--- config.mk ---
export PLATFORM = sky130hd
export DESIGN_NAME = four_bit_adder
export DESIGN_NICKNAME = d
export VERILOG_FILES = /design/src/rtl/four_bit_adder.sv
export SDC_FILE = /design/constraint.sdc
export NUM_CORES = 1
export LEC_CHECK = 0
export CAP_MARGIN = 20
export CORE_UTILIZATION = 25
export DETAILED_ROUTE_END_ITERATION = 12
export GPL_ROUTABILITY_DRIVEN = 0
export HOLD_SLACK_MARGIN = 0.08
export SYNTH_ARGS = -nofsm -noshare
export SYNTH_HDL_FRONTEND = slang
export SYNTH_SLANG_ARGS = --single-unit
--- constraint.sdc ---
create_clock -name clk -period 3.5 [get_ports clk]
set_input_delay 0.525 -clock clk [delete_from_list [all_inputs] [get_ports clk]]
set_output_delay 0.525 -clock clk [all_outputs]
set_load 0.05 [all_outputs]
--- src/rtl/four_bit_adder.sv ---
// Parameterised ripple-carry adder for the E15 data/PC ALUs, with same-cycle
// combinational sum/flags and an optional enable-gated registered copy.
module four_bit_adder #(
    parameter int WIDTH = 4
) (
    input  logic             clk,
    input  logic             rst_n,
    input  logic [WIDTH-1:0] a,
    input  logic [WIDTH-1:0] b,
    input  logic             cin,
    input  logic             en,
    output logic [WIDTH-1:0] sum,
    output logic             cout,
    output logic             zero,
    output logic             ovf,
    output logic [WIDTH-1:0] sum_q,
    output logic             cout_q,
    output logic             zero_q,
    output logic             ovf_q
);

    logic [WIDTH:0] carry;

    assign carry[0] = cin;

    for (genvar i = 0; i < WIDTH; i++) begin : g_fa
        logic prop;
        assign prop         = a[i] ^ b[i];
        assign sum[i]       = prop ^ carry[i];
        assign carry[i+1]   = (a[i] & b[i]) | (carry[i] & prop);
    end

    // Signed overflow: carry into the MSB disagrees with carry out of it.
    assign cout = carry[WIDTH];
    assign ovf  = carry[WIDTH-1] ^ carry[WIDTH];
    assign zero = (sum == '0);

    logic [WIDTH-1:0] sum_d;
    logic             cout_d;
    logic             zero_d;
    logic             ovf_d;

    always_comb begin
        sum_d  = sum_q;
        cout_d = cout_q;
        zero_d = zero_q;
        ovf_d  = ovf_q;
        if (en) begin
            sum_d  = sum;
            cout_d = cout;
            zero_d = zero;
            ovf_d  = ovf;
        end
    end

    always_ff @(posedge clk or negedge rst_n) begin
        if (!rst_n) begin
            sum_q  <= '0;
            cout_q <= 1'b0;
            zero_q <= 1'b0;
            ovf_q  <= 1'b0;
        end else begin
            sum_q  <= sum_d;
            cout_q <= cout_d;
            zero_q <= zero_d;
            ovf_q  <= ovf_d;
        end
    end

endmodule

**Word level (Yosys, flattened, before mapping)**

Cells that the tools add are included.

- Output and inout bits: 14
- Register bits: 7
- Input port bits: 12

- Bitwise operators: 21
- Reduce and logical (&&, ||, !) cells: 1

Operators with widths:

| kind | number |
|---|---|
| bitwise XOR 1 bit | 9 |
| bitwise AND 1 bit | 8 |
| zero test 4 bit | 1 |
| bitwise OR 1 bit | 4 |

**Longest topological paths before layout**

- Word-level depth: 10
- Gate-level depth with buffers: 7
- Mapped depth without buffers: 7

**Least setup slack after synthesis**

OpenSTA, ideal clock, no wires.

- Path kind: input-to-output
- From: input port a[0]
- To: output port zero
- Data arrival time: 2.789 ns
- Cell stages on the path: 4
- Setup slack: 0.186 ns
- Path through: fa_1 fa_1 fa_1 nor4b_4

- Elaborated cells between the ends (all ways): 13

RTL lines:

| item | line | source |
|---|---|---|
| start, declared | 8 | `input logic [WIDTH-1:0] a,` |
| bitwise XOR 1 bit | 28 | `assign prop = a[i] ^ b[i];` |
| bitwise AND 1 bit | 30 | `assign carry[i+1] = (a[i] & b[i]) \| (carry[i] & prop);` |
| bitwise OR 1 bit (*) | 30 |  |
| bitwise AND 1 bit (*) | 30 |  |
| bitwise OR 1 bit (*) | 30 |  |
| bitwise XOR 1 bit (*) | 29 | `assign sum[i] = prop ^ carry[i];` |
| net sum[2] | 12 | `output logic [WIDTH-1:0] sum,` |
| zero test 4 bit (*) | 36 | `assign zero = (sum == '0);` |
| end, declared | 14 | `output logic zero,` |

Mark *: on every way through the listed nets, which the timed path passes. The rest lies on a longest branch.

**Worst setup path after layout**

- From: input port a[0]
- To: output port zero

- Cells in the longest elaborated chain, start to end: 9
- Elaborated cells between the ends (all ways): 13

Ends and longest elaborated chain:

| item | line |
|---|---|
| bitwise XOR 1 bit | 28 |
| bitwise AND 1 bit | 30 |
| bitwise OR 1 bit | 30 |
| bitwise AND 1 bit | 30 |
| bitwise OR 1 bit | 30 |
| bitwise AND 1 bit | 30 |
| bitwise OR 1 bit | 30 |
| bitwise XOR 1 bit | 29 |
| zero test 4 bit (*) | 36 |

Every way passes the cells marked *; elsewhere a longest branch is shown, timed or not.

==> flow_summary.json <==
{
  "status": "complete, no violations",
  "setup_violations": 0,
  "clkLatencyLatePin_ns": 0.25,
  "initial_utilization": 0.282,
  "max_clock_freq_mhz": 291,
  "top_usage_layer": "met2",
  "clk_pin_slew_ns": 0.05,
  "io_buffers": 25,
  "rsz0062_at_grt": "false",
  "die_w_um": 41.5,
  "critPathMaxStageDelay_ns": 0.46,
  "path_buf_inv": 3,
  "synth_top_cell_area_share": 0.449,
  "cts_htree_levels": 1,
  "die_area_um2": 1720,
  "startpoint": "a[0]",
  "ys_types": 8,
  "max_slew_margin": 0.661,
  "tightest_slew_ns": 0.507,
  "crit_chain": "clkdlybuf4s50_1 -> fa_2 -> fa_2 -> fa_2 -> inv_1 -> fa_1 -> nor4b_4 -> buf_6",
  "die_h_um": 41.5,
  "r2r-start": "sum_q[0]",
  "p_leak_uw": 0.000319,
  "cp_max_fo": 2,
  "min_path_type": "reg -> reg",
  "root_buffer": "clkbuf_4",
  "first_pass_iters": 2,
  "r2r_end": "sum_q[0]",
  "grt_max_degree": 8,
  "use_met1": 0.131,
  "synth-seq-cells": 7,
  "core_um2": 1380,
  "post_cts_buffers": 0,
  "ios": 26,
  "path_common_cell": "fa_2",
  "cts_sinks": 7,
  "drv_cap": 0,
  "critPathLaunchType": "input port",
  "peakVddDrop_mv": 0.408,
  "final_cells": 71,
  "skew_ns": 0,
  "timing.hold.ws_ns": 0.506,
  "antenna_left": 0,
  "post_drt_wl_per_cell_um": 13.6,
  "endpoint": "zero",
  "cts-hold-fix-buffers": 0,
  "netlist_area_um2": 390,
  "crit_slowest_cell": "fa_1",
  "cp-end-kind": "output port",
  "gr-usage-met3": 0.0957,
  "synthToLayoutAreaGrowth_pct": 86.9,
  "num_rows": 13,
  "placed_cell_area_um2": 692,
  "grt_pass1_wl_um": 1590,
  "syn_inst": 26,
  "cp.depth": 8,
  "synthTopCellsByArea": "dfrtp_1 45%, fa_1 21%, mux2_2 17%",
  "grt_use_total": 0.134,
  "path_class": "in -> out",
  "grt_antenna_before_repair": 0,
  "grt_pass1_vias": 352,
  "finalHoldViolations": 0,
  "routed_wl_um": 968,
  "met2_usage": 0.225,
  "p_per_area_nw_per_um2": 591,
  "rrSetupSlack_ns": 2.71,
  "cts_buffer_depth": 2,
  "diodes": 0,
  "netlist.top_cell.by_area": "dfrtp_1",
  "final_nets": 73,
  "cts_tree": "done",
  "synth-seq-area-share": 0.449,
  "period_minus_slack_ns": 3.43,
  "finalCritPeriodShare": 0.981,
  "drt_iter0_markers": 7,
  "vias_per_cell": 4.32,
  "ys.warnings.count": 0,
  "synth_area_per_cell_um2": 15.0,
  "dp.cells": 67,
  "overflow": 0,
  "fin_area_um2": 729,
  "drv_slew": 0,
  "r2r_cells": 1,
  "place_hpwl_um": 868,
  "num_vias": 307,
  "cp_top_family": "adder cells",
  "drc": 0,
  "numCtsBuffers": 3,
  "synth_nets": 42,
  "worst-endpoint-required_ns": 2.97,
  "drive_gt1_frac": 0.375,
  "worstPathArrival_ns": 2.91
}
[power breakdown]
| part | switching, uW | internal [uW] |
|---|---|---|
| Clock | 28.7 | 43.4 |
| Combinational | 148 | 104 |
| Sequential | 9.52 | 97.3 |
| Total | 187 | 244 |
[per-layer routing]
metal  share of wire  vias up
met4               0        0
li1                -      143
met3           0.095        0
met1            0.36      146
met2            0.54       18
met5               0        -
[flip-flops by register name (all words and copies together) (netlist names)]
| register | flops |
|---|---|
| cout_q | 1 |
| sum_q | 4 |
| zero_q | 1 |
| ovf_q | 1 |
[cell type report]
class	instances	area, um^2
sequential	7	175
inverter	5	18.8
multi-input combinational	13	199
tap	15	18.8
fill	113	653
clock buffer	4	26.3
timing repair buffer	27	292
[cells in the final DEF (no fill, tap or decap)]
cell / Yosys / layout
clkdlybuf4s50_1: 0 / 19
dfrtp_1: 7 / 7
mux2_2: 6 / 6
inv_1: 5 / 5
buf_4: 0 / 4
fa_2: 0 / 3
clkbuf_4: 0 / 3
buf_12: 0 / 3
xnor2_1: 1 / 1
nor4b_4: 1 / 1
mux2_1: 1 / 1
fa_1: 4 / 1
clkbuf_1: 0 / 1
buf_6: 0 / 1
[metrics by stage]
stage / setup TNS, ns / total power [uW] / util / worst slack (ns)
finish: 0 / 431 / 0.528 / 0.0663
global route: 0 / 454 / 0.528 / 0.00810
CTS: 0 / 438 / 0.528 / 0.0497
detailed placement: -0.147 / 360 / 0.500 / -0.109
global placement: -0.0572 / 353 / 0.500 / -0.0572
floorplan: 0 / 256 / - / 0.186
[cells in the mapped netlist, drive strengths merged]
library cell  n
inv           5
nor4b         1
mux2          7
dfrtp         7
fa            4
xnor2         1
buf           1
[cell families after synthesis]
kind of cell / Yosys count / synth area share
mux: 7 / 0.202
fa+ha+maj: 4 / 0.205
flops: 7 / 0.449
xor+xnor: 1 / 0.0224
buf+inv: 6 / 0.0609
simple gates: 1 / 0.0609
[worst min path at each step]
stage                  start       end  cells after the start
CTS                 sum_q[1]  sum_q[1]                      1
global placement      zero_q    zero_q                      1
floorplan              rst_n    cout_q                      0
detailed placement  sum_q[1]  sum_q[1]                      1
global route           rst_n  sum_q[3]                      1
finish                zero_q    zero_q                      1
[timing repair]
item | CTS | global route
setup endpoints to repair | 2 | 0
endpoints found under the hold margin | 0 | 0
gates resized for setup | 4 | 0
No activity file was read; power rests on OpenSTA's default activity.
